**config.mk**
```make
export PLATFORM = sky130hd
export DESIGN_NAME = scalar_add_feeder
export DESIGN_NICKNAME = d
export VERILOG_FILES = /design/src/rtl/scalar_add_pkg.sv /design/src/rtl/scalar_add_pair_fifo.sv /design/src/rtl/scalar_add_feeder.sv
export SDC_FILE = /design/constraint.sdc
export NUM_CORES = 1
export LEC_CHECK = 0
export ABC_AREA = 1
export BUFFER_PORTS_ARGS = -buffer_cell sky130_fd_sc_hd__clkbuf_2
export CORE_UTILIZATION = 61
export CTS_BUF_LIST = sky130_fd_sc_hd__clkbuf_16
export CTS_CLUSTER_SIZE = 20
export DETAILED_ROUTE_END_ITERATION = 8
export GPL_TIMING_DRIVEN = 0
export PLACE_DENSITY = 0.84
export SYNTH_ARGS = -nofsm -noshare
export SYNTH_HDL_FRONTEND = slang
export SYNTH_SLANG_ARGS = --single-unit
```
**constraint.sdc**
```tcl
create_clock -name clock -period 9.75 [get_ports clock]
set_input_delay 1.95 -clock clock [delete_from_list [all_inputs] [get_ports clock]]
set_output_delay 1.95 -clock clock [all_outputs]
set_load 0.05 [all_outputs]
```
**src/rtl/scalar_add_pkg.sv**
```systemverilog
// scalar_add_pkg
//   Types and constants shared by the scalar-add feeder and its pair FIFO.
//   DATA_W_DEFAULT : default operand width.
//   feeder_state_t : GET_A (no word held) / GET_B (A word held).
//   pair_t         : operand pair {a, b} at the default width. The feeder
//                    declares the same layout at its own DATA_W.
package scalar_add_pkg;

  localparam int DATA_W_DEFAULT = 32;

  typedef enum logic {
    GET_A = 1'b0,
    GET_B = 1'b1
  } feeder_state_t;

  typedef struct packed {
    logic [DATA_W_DEFAULT-1:0] a;
    logic [DATA_W_DEFAULT-1:0] b;
  } pair_t;

endpackage

```
**src/rtl/scalar_add_pair_fifo.sv**
```systemverilog
// scalar_add_pair_fifo
//   Circular buffer of operand pairs. DEPTH must be a power of two and at
//   least 2, so the pointers wrap by plain overflow.
//   Ports:
//     clock, reset       : clock and async active-high reset
//     push, push_data    : write one pair (ignored when full)
//     pop                : drop the head pair (ignored when empty)
//     pop_data           : head pair, zero while empty
//     full, empty        : occupancy == DEPTH / occupancy == 0
module scalar_add_pair_fifo #(
  parameter int  DEPTH  = 2,
  parameter type pair_t = scalar_add_pkg::pair_t
) (
  input  logic  clock,
  input  logic  reset,
  input  logic  push,
  input  pair_t push_data,
  input  logic  pop,
  output pair_t pop_data,
  output logic  full,
  output logic  empty
);

  localparam int AW = (DEPTH > 1) ? $clog2(DEPTH) : 1;

  pair_t         mem [DEPTH];
  logic [AW-1:0] wr_ptr;
  logic [AW-1:0] rd_ptr;
  logic [AW:0]   count;
  logic          do_push;
  logic          do_pop;

  assign full    = (count == (AW+1)'(DEPTH));
  assign empty   = (count == '0);
  assign do_push = push & ~full;
  assign do_pop  = pop & ~empty;

  // Gate the head with empty so the outputs read zero in and after reset
  // without needing to clear the storage.
  assign pop_data = empty ? '0 : mem[rd_ptr];

  always_ff @(posedge clock or posedge reset) begin
    if (reset) begin
      wr_ptr <= '0;
      rd_ptr <= '0;
      count  <= '0;
    end else begin
      if (do_push) wr_ptr <= wr_ptr + 1'b1;
      if (do_pop)  rd_ptr <= rd_ptr + 1'b1;
      // Simultaneous push and pop leaves occupancy unchanged.
      case ({do_push, do_pop})
        2'b10:   count <= count + 1'b1;
        2'b01:   count <= count - 1'b1;
        default: count <= count;
      endcase
    end
  end

  always_ff @(posedge clock) begin
    if (do_push) mem[wr_ptr] <= push_data;
  end

endmodule

```
**src/rtl/scalar_add_feeder.sv**
```systemverilog
// scalar_add_feeder
//   Groups a word stream into operand pairs (A, B) for an adder stage.
//   A stream with an odd word count ends with (last_word, 0) when in_last
//   is seen while no A word is held. Pairs are buffered in a DEPTH-entry
//   FIFO; the op side is driven from FIFO state only (one-cycle latency,
//   no combinational in->op path).
//   Ports:
//     clock, reset                 : clock, async active-high reset
//     in_valid/in_ready/in_data/in_last : word input handshake
//     op_valid/op_ready/op_a/op_b  : pair output handshake
//     busy                         : A word held or FIFO non-empty
//     pair_count                   : pair transfers, wraps at 2^32
//                                    (only with SCALAR_ADD_FEEDER_STATS_EN)
//   Build option: define SCALAR_ADD_FEEDER_STATS_EN to add pair_count.
module scalar_add_feeder
  import scalar_add_pkg::*;
#(
  parameter int DATA_W = DATA_W_DEFAULT,
  parameter int DEPTH  = 2
) (
  input  logic              clock,
  input  logic              reset,
  input  logic              in_valid,
  output logic              in_ready,
  input  logic [DATA_W-1:0] in_data,
  input  logic              in_last,
  output logic              op_valid,
  input  logic              op_ready,
  output logic [DATA_W-1:0] op_a,
  output logic [DATA_W-1:0] op_b,
  output logic              busy
`ifdef SCALAR_ADD_FEEDER_STATS_EN
  ,
  output logic [31:0]       pair_count
`endif
);

  typedef struct packed {
    logic [DATA_W-1:0] a;
    logic [DATA_W-1:0] b;
  } word_pair_t;

  feeder_state_t     state, state_nxt;
  logic [DATA_W-1:0] a_q, a_nxt;
  logic              push;
  word_pair_t        push_pair;
  word_pair_t        head;
  logic              full, empty;
  logic              in_xfer, op_xfer;

  // Reset gates in_ready directly so it reads 0 for the whole reset pulse.
  assign in_ready = ~full & ~reset;
  assign in_xfer  = in_valid & in_ready;
  assign op_valid = ~empty;
  assign op_xfer  = op_valid & op_ready;
  assign op_a     = head.a;
  assign op_b     = head.b;
  assign busy     = (state == GET_B) | ~empty;

  always_ff @(posedge clock or posedge reset) begin
    if (reset) begin
      state <= GET_A;
      a_q   <= '0;
    end else begin
      state <= state_nxt;
      a_q   <= a_nxt;
    end
  end

  always_comb begin
    state_nxt   = state;
    a_nxt       = a_q;
    push        = 1'b0;
    push_pair.a = a_q;
    push_pair.b = in_data;
    case (state)
      GET_A: begin
        if (in_xfer) begin
          if (in_last) begin
            // Odd tail: pad the missing B operand with zero.
            push        = 1'b1;
            push_pair.a = in_data;
            push_pair.b = '0;
          end else begin
            a_nxt     = in_data;
            state_nxt = GET_B;
          end
        end
      end
      GET_B: begin
        // in_last is irrelevant here: the pair is complete either way.
        if (in_xfer) begin
          push      = 1'b1;
          state_nxt = GET_A;
        end
      end
      default: state_nxt = GET_A;
    endcase
  end

  scalar_add_pair_fifo #(
    .DEPTH  (DEPTH),
    .pair_t (word_pair_t)
  ) u_fifo (
    .clock     (clock),
    .reset     (reset),
    .push      (push),
    .push_data (push_pair),
    .pop       (op_xfer),
    .pop_data  (head),
    .full      (full),
    .empty     (empty)
  );

`ifdef SCALAR_ADD_FEEDER_STATS_EN
  logic [31:0] pair_count_q;

  always_ff @(posedge clock or posedge reset) begin
    if (reset)        pair_count_q <= '0;
    else if (op_xfer) pair_count_q <= pair_count_q + 32'd1;
  end

  assign pair_count = pair_count_q;
`endif

endmodule

```
* After elaboration in Yosys (flattened, before gate mapping)
Memories as Yosys holds them, arrays and structs flattened.
Index checks and enable logic that the tools add are counted.
** Word-level totals
- Bits of input ports :: 37
- Memory bits (writable) :: 128
- Flip-flop bits (word level) :: 37
- Memories :: 1
** Cells by class
- Multiplexer cells :: 15
- Add/subtract/negate cells :: 4
- Reductions and logical operators :: 3
- Bitwise operators :: 11
- Equal/unequal tests :: 3
** Memory list
- u_fifo.mem :: words 2, width 64, rd ports 1, clocked after Yosys merged registers in 0, wr ports 1, RTL line scalar_add_pair_fifo.sv:26 : pair_t mem [DEPTH];
** Operators with widths (number)
- $mux 64 :: 4
- $mux 1 :: 8
- $and 1x1->1 :: 5
- $not 1->1 :: 5
- $eq 2x2->1 const B :: 2
- $pmux 1 s2 :: 2
- $pmux 2 s2 :: 1
- $reduce_and 3->1 :: 1
- $add 1x1->1 const B :: 2
- $add 2x1->2 const B :: 1
- $eq 2x1->1 const B :: 1
- $logic_not 2->1 :: 1
- $reduce_bool 2->1 :: 1
- $sub 2x1->2 const B :: 1
- $or 1x1->1 :: 1

* Depth between registers and ports, before layout
Gate-level depths: netlist of run 1.
- Word-level depth :: 9
- Gate-level depth with buffers :: 8

* By module
A second synthesis of run 1 with hierarchy kept.
** Unflattened totals
- Cell total of the unflattened synthesis :: 708
- Area total of the unflattened synthesis :: 7317.0 um^2
** By module, submodules not included
- scalar_add_pair_fifo :: sequential area each 3943.8 um^2, cells each 374, instances 1, area an instance 5116.2 um^2
- scalar_add_feeder :: sequential area each 825.8 um^2, cells each 334, instances 1, area an instance 2200.9 um^2

* Worst setup path before layout of run 1
No wires, ideal clock.
- Kind :: input port to flip-flop
- From :: input reset
- To :: memory u_fifo.mem[1][0] (netlist bit), enable pin
- Stages :: 3
- Buffers on the path :: 0
- Setup slack :: 3458 ps
- Data arrival time :: 5806 ps
- Setup time :: 487 ps
- Cell sequence :: inv_1 > nand4_1 > nor2_1
** On the way
- Word-level cells in the longest chain between the ends :: 8
- Elaborated cells between the ends (all ways) :: 9
** RTL lines
- start, declared :: RTL line scalar_add_feeder.sv:22 : input logic reset,
- $not 1->1 (*) :: RTL line scalar_add_feeder.sv:52 : assign in_ready = ~full & ~reset;
- $and 1x1->1 (*) :: RTL line scalar_add_feeder.sv:52
- $and 1x1->1 (*) :: RTL line scalar_add_feeder.sv:53 : assign in_xfer = in_valid & in_ready;
- $mux 1 (on tied branches) :: RTL line scalar_add_feeder.sv:92, scalar_add_feeder.sv:78
- $pmux 1 s2 (*) :: RTL line scalar_add_feeder.sv:76 : case (state)
- $and 1x1->1 (*) :: RTL line scalar_add_pair_fifo.sv:35 : assign do_push = push & ~full;
- $mux 1 (*) :: RTL line scalar_add_pair_fifo.sv:60 : if (do_push) mem[wr_ptr] <= push_data;
- $mux 1 (implied by the code) (*) :: RTL line scalar_add_pair_fifo.sv:60
- end, declared :: RTL line scalar_add_pair_fifo.sv:26
Every way passes the cells marked *; elsewhere a longest branch is shown, timed or not.

* Worst setup path in the final report of run 1
- From :: input reset
- To :: output in_ready
** On the way
- Word-level cells in the longest chain between the ends :: 2
** RTL lines
- $not 1->1 :: RTL line scalar_add_feeder.sv:52
- $and 1x1->1 :: RTL line scalar_add_feeder.sv:52
- end, declared :: RTL line scalar_add_feeder.sv:24 : output logic in_ready,
No other way between the ends.

==> flow_metrics.tcl, run 1 <==
set metrics [dict create \
    status "complete, no violations" \
    grt_max_degree 41 \
    die_area_sq_um 12100 \
    final_cells 979 \
    path_common_cell "clkbuf_2" \
    post_cts_buffers 0 \
    drv_slew 0 \
    critPathBufInv 4 \
    cp.arrival_ns 2.91 \
    startpoint_type "input port" \
    syn_area_sq_um 7140 \
    worst-setup-path-type "in -> out" \
    max-cap-violations 0 \
    h-tree-depth 4 \
    nNetsFinal 861 \
    via_per_inst 5.89 \
    initial_core_util_pct 62.5 \
    die_w_microns 110 \
    hpwlAfterDp_mm 11.5 \
    r2r-end "u_fifo.mem[0][47]" \
    grt_antenna_before_repair 0 \
    startpoint "reset" \
    max_stage_delay_ns 0.28 \
    core_sq_um 11400 \
    yosysWarningCount 0 \
    dp.cells 947 \
    ant_nets 0 \
    finalCriticalPeriod_ns 4.86 \
    fillCellCount 786 \
    worstRegToRegCells 6 \
    reg2reg_from "u_fifo.count[0]" \
    path_clk_slew_ns 0.06 \
    drive_above_1_share_pct 21.1 \
    rows 39 \
    insertion_delay_ns 0.43 \
    placed_area_sq_um 7900 \
    fin_crit_sh_pct 49.8 \
    antenna_cells 0 \
    synthDistinctLibCells 20 \
    vias 5764 \
    drc 0 \
    clockBufferDepth 2 \
    cts_tree "built" \
    tightestPinTransition_ns 0.849 \
    fmax_ghz 0.206 \
    routedWlPerCell_microns 17.9 \
    first_pass_iters 5 \
    wl_mm 17.5 \
    synth_top_area_cell "edfxtp_1" \
    ys_seq_elements 165 \
    syn_nets 737 \
    grt.overflow.total 0 \
    cts_buffers 17 \
    setup_violations 0 \
    boundaryPins 104 \
    powerDensity_nw_per_um2 360 \
    ir_worst_vdd_v 0.000238 \
    critPathTopFamily "buffers and inverters" \
    crit_chain "clkbuf_2, a21oi_2, buf_4, buf_6, clkbuf_2" \
    cts_sinks 165 \
    cp_slowest_cell "clkbuf_2" \
    endpoint_kind "primary output" \
    seq_area_frac_synth_pct 66.8 \
    grt_pass1_wl_mm 26.8 \
    endpoint "in_ready" \
    relSlewSlack_pct 43.3 \
    area_growth_syn_to_layout_pct 18.5 \
    cts.root.buffer_cell "clkbuf_16" \
    syn_inst 699 \
    cts.repair.resized 0 \
    hold_buffers 0 \
    postSynthAreaPerCell_sq_um 10.2 \
    yosys.area.top_type_share_pct 53.9 \
    fp.dieH_microns 110 \
    rsz0062_at_grt "false" \
    port_buffers 102 \
    clock_skew_ns 0.00707 \
    final_area_sq_um 8450 \
    place_congestion 0.856 \
    dr.first_iter.drc_count 644 \
    hold_class "reg -> reg" \
    setup-tns-final_ns 0 \
    synth_area_leaders "edfxtp_1 (54%), nand2_1 (14%), dfrtp_1 (13%), nand4_1 (5.9%), a21oi_1 (4.5%)" \
    grt_pass1_vias 5487 \
    leakage_nw 3.77 \
    grt_util_all_layers_pct 30.5 \
    finalHoldViolations 0 \
    required_ns 7.80 \
    cp_max_fo 10 \
    path_depth 5 \
    r2r_slack_ns 7.51 \
]
==> logic make-up after synthesis <==
| group | share of synthesized area, % |
|---|---|
| and+or+nand+nor | 22.1 |
| DFF | 66.8 |
| buffers and inverters | 5.89 |
| AOI/OAI and AO/OA | 4.61 |
| xor gates and xnor gates | 0.368 |
| adders and majority gates | 0.175 |
==> report_power, final <==
part | total, mW | switching (mW) | internal, mW
clock | 0.629 | 0.278 | 0.352
sequential | 1.01 | 0.0613 | 0.946
combinational | 1.40 | 1.10 | 0.303
==> per-stage QoR <==
| step | utilization, % | worst slack, ns | hold WS [ns] | total power, mW |
|---|---|---|---|---|
| after floorplan | - | 3.46 | 0.442 | 2.05 |
| after global placement | 68.5 | 1.56 | 0.454 | 2.36 |
| after detailed placement | 69.2 | 4.90 | 0.466 | 2.40 |
| after CTS | 74.0 | 4.90 | 0.483 | 3.03 |
| after global routing | 74.0 | 4.85 | 0.488 | 3.18 |
| final | 74.0 | 4.89 | 0.481 | 3.04 |
==> final cells by class <==
cell class	count	area [sq um]	area share, %
plain buffers	50	255	3.02
multi-input cells	440	1950	23.1
flip-flops and latches	165	4770	56.4
clock inverters	15	129	1.52
well taps	143	179	2.12
repair buffers	105	578	6.84
inverters	44	165	1.95
clock buffers	17	425	5.03
==> metal layers <==
metal / vias to the layer above / routed length, microns / GRT usage, %
li1: 2612 / - / -
met4: 0 / 699 / 15.6
met2: 335 / 8660 / 50.0
met5: - / 0 / 0
met3: 58 / 1440 / 7.64
met1: 2759 / 6750 / 37.8
==> sequential cells by signal (all words and copies together) (netlist names) <==
signal,flops
u_fifo.rd_ptr,1
u_fifo.wr_ptr,1
state,1
a_q,32
u_fifo.mem,128
u_fifo.count,2
==> cell usage after synthesis <==
cell and instances:
edfxtp_1 128, or2_2 1, a21oi_2 1, nor2_2 2, buf_2 24, ha_1 1, xnor2_1 2, inv_2 3
buf_4 4, nor2_1 35, clkbuf_1 19, a21oi_1 64, nand2_1 264, buf_6 3, nand4_1 67, nand4_2 1
inv_1 41, nand3_1 1, dfrtp_1 37, xor2_1 1
==> cells in the final DEF (no fill, tap or decap), types with 19 or more instances in the layout <==
master    instances
edfxtp_1        128
clkbuf_1         19
nand4_1          67
dfrtp_1          37
clkbuf_2        102
nor2_1           34
nand2_1         264
inv_1            39
buf_2            24
a21oi_1          64
==> how the worst min path moves through the flow <==
| stage | startpoint | to | slack [ns] | cells past startpoint |
|---|---|---|---|---|
| 2_1_floorplan | u_fifo.wr_ptr | u_fifo.wr_ptr | 0.44 | 2 |
| 3_3_place_gp | u_fifo.wr_ptr | u_fifo.wr_ptr | 0.45 | 2 |
| 3_5_place_dp | a_q[10] | a_q[10] | 0.47 | 2 |
| 4_1_cts | a_q[6] | a_q[6] | 0.48 | 2 |
| 5_1_grt | u_fifo.wr_ptr | u_fifo.wr_ptr | 0.49 | 2 |
| 6_report | a_q[6] | a_q[6] | 0.48 | 2 |
==> worst register-to-register path: stages (launching register included) <==
cell and delay, ns:
dfrtp_1 0.42, inv_2 0.07, a21oi_2 0.20, buf_4 0.23
nand4_1 0.15, inv_2 0.52, buf_12 0.32
Note: power is estimated with default switching activity, not from simulation.
==> inputs of run 2 (changes only) <==
--- a/config.mk
+++ b/config.mk
@@ -7,12 +7,12 @@
 export LEC_CHECK = 0
 export ABC_AREA = 1
 export BUFFER_PORTS_ARGS = -buffer_cell sky130_fd_sc_hd__clkbuf_2
-export CORE_UTILIZATION = 61
+export CORE_UTILIZATION = 51
 export CTS_BUF_LIST = sky130_fd_sc_hd__clkbuf_16
 export CTS_CLUSTER_SIZE = 20
 export DETAILED_ROUTE_END_ITERATION = 8
 export GPL_TIMING_DRIVEN = 0
-export PLACE_DENSITY = 0.84
+export PLACE_DENSITY = 0.75
 export SYNTH_ARGS = -nofsm -noshare
 export SYNTH_HDL_FRONTEND = slang
 export SYNTH_SLANG_ARGS = --single-unit
==> constraint.sdc (replaced) <==
create_clock -name clock -period 4.2 [get_ports clock]
set_input_delay 0.84 -clock clock [delete_from_list [all_inputs] [get_ports clock]]
set_output_delay 0.84 -clock clock [all_outputs]
set_load 0.05 [all_outputs]
==> run 2 against run 1 <==
  * Routed wire length fell by 2.0%
  * Critical path depth unchanged
  * Critical path type is now reg -> out
  * Combinational power up 130%
  * Global-route usage down 5.3 points
  * Setup slack lost 3.7 ns
==> flow_metrics.tcl, run 2 (synthesized netlist as in run 1, its figures left out) <==
set metrics [dict create \
    wl_mm 17.2 \
    status "complete, no violations" \
    fmax_ghz 0.328 \
    relSlewSlack_pct 40.8 \
    ant_nets 0 \
    finalCriticalPeriod_ns 3.05 \
    placed_area_sq_um 7930 \
    powerDensity_nw_per_um2 824 \
    worst-setup-path-type "reg -> out" \
    leakage_nw 3.77 \
    nNetsFinal 861 \
    h-tree-depth 4 \
    final_common_cell "nand2_1" \
    endpoint_kind "primary output" \
    cts_tree "built" \
    area_growth_syn_to_layout_pct 18.6 \
    dp.cells 980 \
    worstRegToRegCells 6 \
    critPathBufInv 3 \
    setup_violations 0 \
    die_area_sq_um 14500 \
    port_buffers 102 \
    total_power_mw 6.97 \
    hpwlAfterDp_mm 11.7 \
    vias 5610 \
    hold_depth 2 \
    fp.dieH_microns 120 \
    cts_sinks 165 \
    cp_slowest_cell "clkbuf_1" \
    drive_above_1_share_pct 20.5 \
    fin_crit_sh_pct 72.7 \
    startpoint_type "flip-flop" \
    grt_pass1_wl_mm 27.3 \
    path_depth 5 \
    final_cells 1012 \
    cts.root.buffer_cell "clkbuf_16" \
    boundaryPins 104 \
    required_ns 3.36 \
    grt_max_degree 42 \
    finalHoldViolations 0 \
    reg_top3 "u_fifo.mem (128), a_q (32), u_fifo.count (2)" \
    rsz0062_at_grt "false" \
    cts_buffers 17 \
    hold_class "reg -> reg" \
    place_congestion 0.828 \
    clockBufferDepth 2 \
    fillCellCount 1100 \
    regMostFlops "u_fifo.mem" \
    grt_util_all_layers_pct 25.2 \
    insertion_delay_ns 0.43 \
    cts.repair.resized 0 \
    drv_slew 0 \
    grt_pass1_vias 5404 \
    critPathTopFamily "buffers and inverters" \
    largest_reg_flops 128 \
    ir_worst_vdd_v 0.000508 \
    cp.arrival_ns 2.21 \
    most-common-layout-cells "nand2_1 (264), edfxtp_1 (128), clkbuf_2 (102)" \
    path_clk_slew_ns 0.06 \
    first_pass_iters 5 \
    dr.first_iter.drc_count 514 \
    initial_core_util_pct 53.0 \
    via_per_inst 5.54 \
    drc 0 \
    routedWlPerCell_microns 17.0 \
    grt_antenna_before_repair 0 \
    antenna_cells 0 \
    tightestPinTransition_ns 0.887 \
    rows 42 \
    fin_ws_ns 1.15 \
    post_cts_buffers 0 \
    hold_buffers 0 \
    max_stage_delay_ns 0.49 \
    clock_skew_ns 0.00943 \
    die_w_microns 120 \
    final_util_pct 62.9 \
    final_area_sq_um 8460 \
    grt.overflow.total 0 \
    cp_max_fo 10 \
    core_sq_um 13500 \
    place_ws_ns 1.15 \
    crit_chain "buf_2, clkbuf_1, nand2_1, a21oi_1, clkbuf_2" \
    max-cap-violations 0 \
]
-- run 2: changes by cell type in the layout (fill, tap and decap cells not counted), sizes merged --
| cell | previous run | this run |
|---|---|---|
| clkinvlp | 1 | 0 |
| clkinv | 9 | 10 |
-- run 2: area by class of cell --
type | count | area [sq um] | area share, %
tap | 176 | 220 | 2.60
clock buffer | 17 | 425 | 5.03
inverter | 44 | 165 | 1.95
buffer | 50 | 255 | 3.02
clock inverter | 15 | 101 | 1.20
multi-input combinational | 440 | 1950 | 23.1
timing repair buffer | 105 | 571 | 6.74
sequential | 165 | 4770 | 56.4
-- run 2: where the power goes --
group / switching, mW / internal [mW] / leakage (nW) / total [mW]
Sequential: 0.143 / 2.20 / 1.63 / 2.34
Combinational: 2.54 / 0.702 / 1.87 / 3.24
Clock: 0.601 / 0.795 / 0.275 / 1.40
Total: 3.28 / 3.69 / 3.77 / 6.97
-- run 2: worst reg2reg max path, delay by kind of cell (launching register included) --
family	cells	cell delay (ns)
buffers and inverters	4	1.10
flip-flops	1	0.42
AO/OA/AOI/OAI	1	0.20
AND/OR/NAND/NOR	1	0.14
-- run 2: worst paths after layout --
path                            startpoint           endpoint  slack, ns
setup / recovery             u_fifo.rd_ptr           op_b[18]       1.15
hold / removal                      a_q[9]             a_q[9]       0.48
setup reg to reg           u_fifo.count[0]  u_fifo.mem[0][13]       2.01
hold reg to reg                     a_q[9]             a_q[9]       0.48
max in group asynchronous            reset            a_q[13]       3.02
min in group asynchronous            reset            a_q[26]       0.62
-- run 2: routing by layer --
metal / GRT usage, % / vias up / share of wire, %
li1: - / 2612 / -
met4: 11.8 / 0 / 3.1
met1: 32.1 / 2698 / 40
met5: 0 / - / 0
met2: 42.0 / 266 / 49
met3: 4.34 / 34 / 7.1
-- run 2: stage by stage --
| step | hold slack (ns) | setup TNS [ns] |
|---|---|---|
| 4_1_cts | 0.483 | 0 |
| 2_1_floorplan | 0.442 | 0 |
| 3_3_place_gp | 0.454 | -85.57 |
| 5_1_grt | 0.503 | 0 |
| 3_5_place_dp | 0.467 | 0 |
| 6_report | 0.483 | 0 |
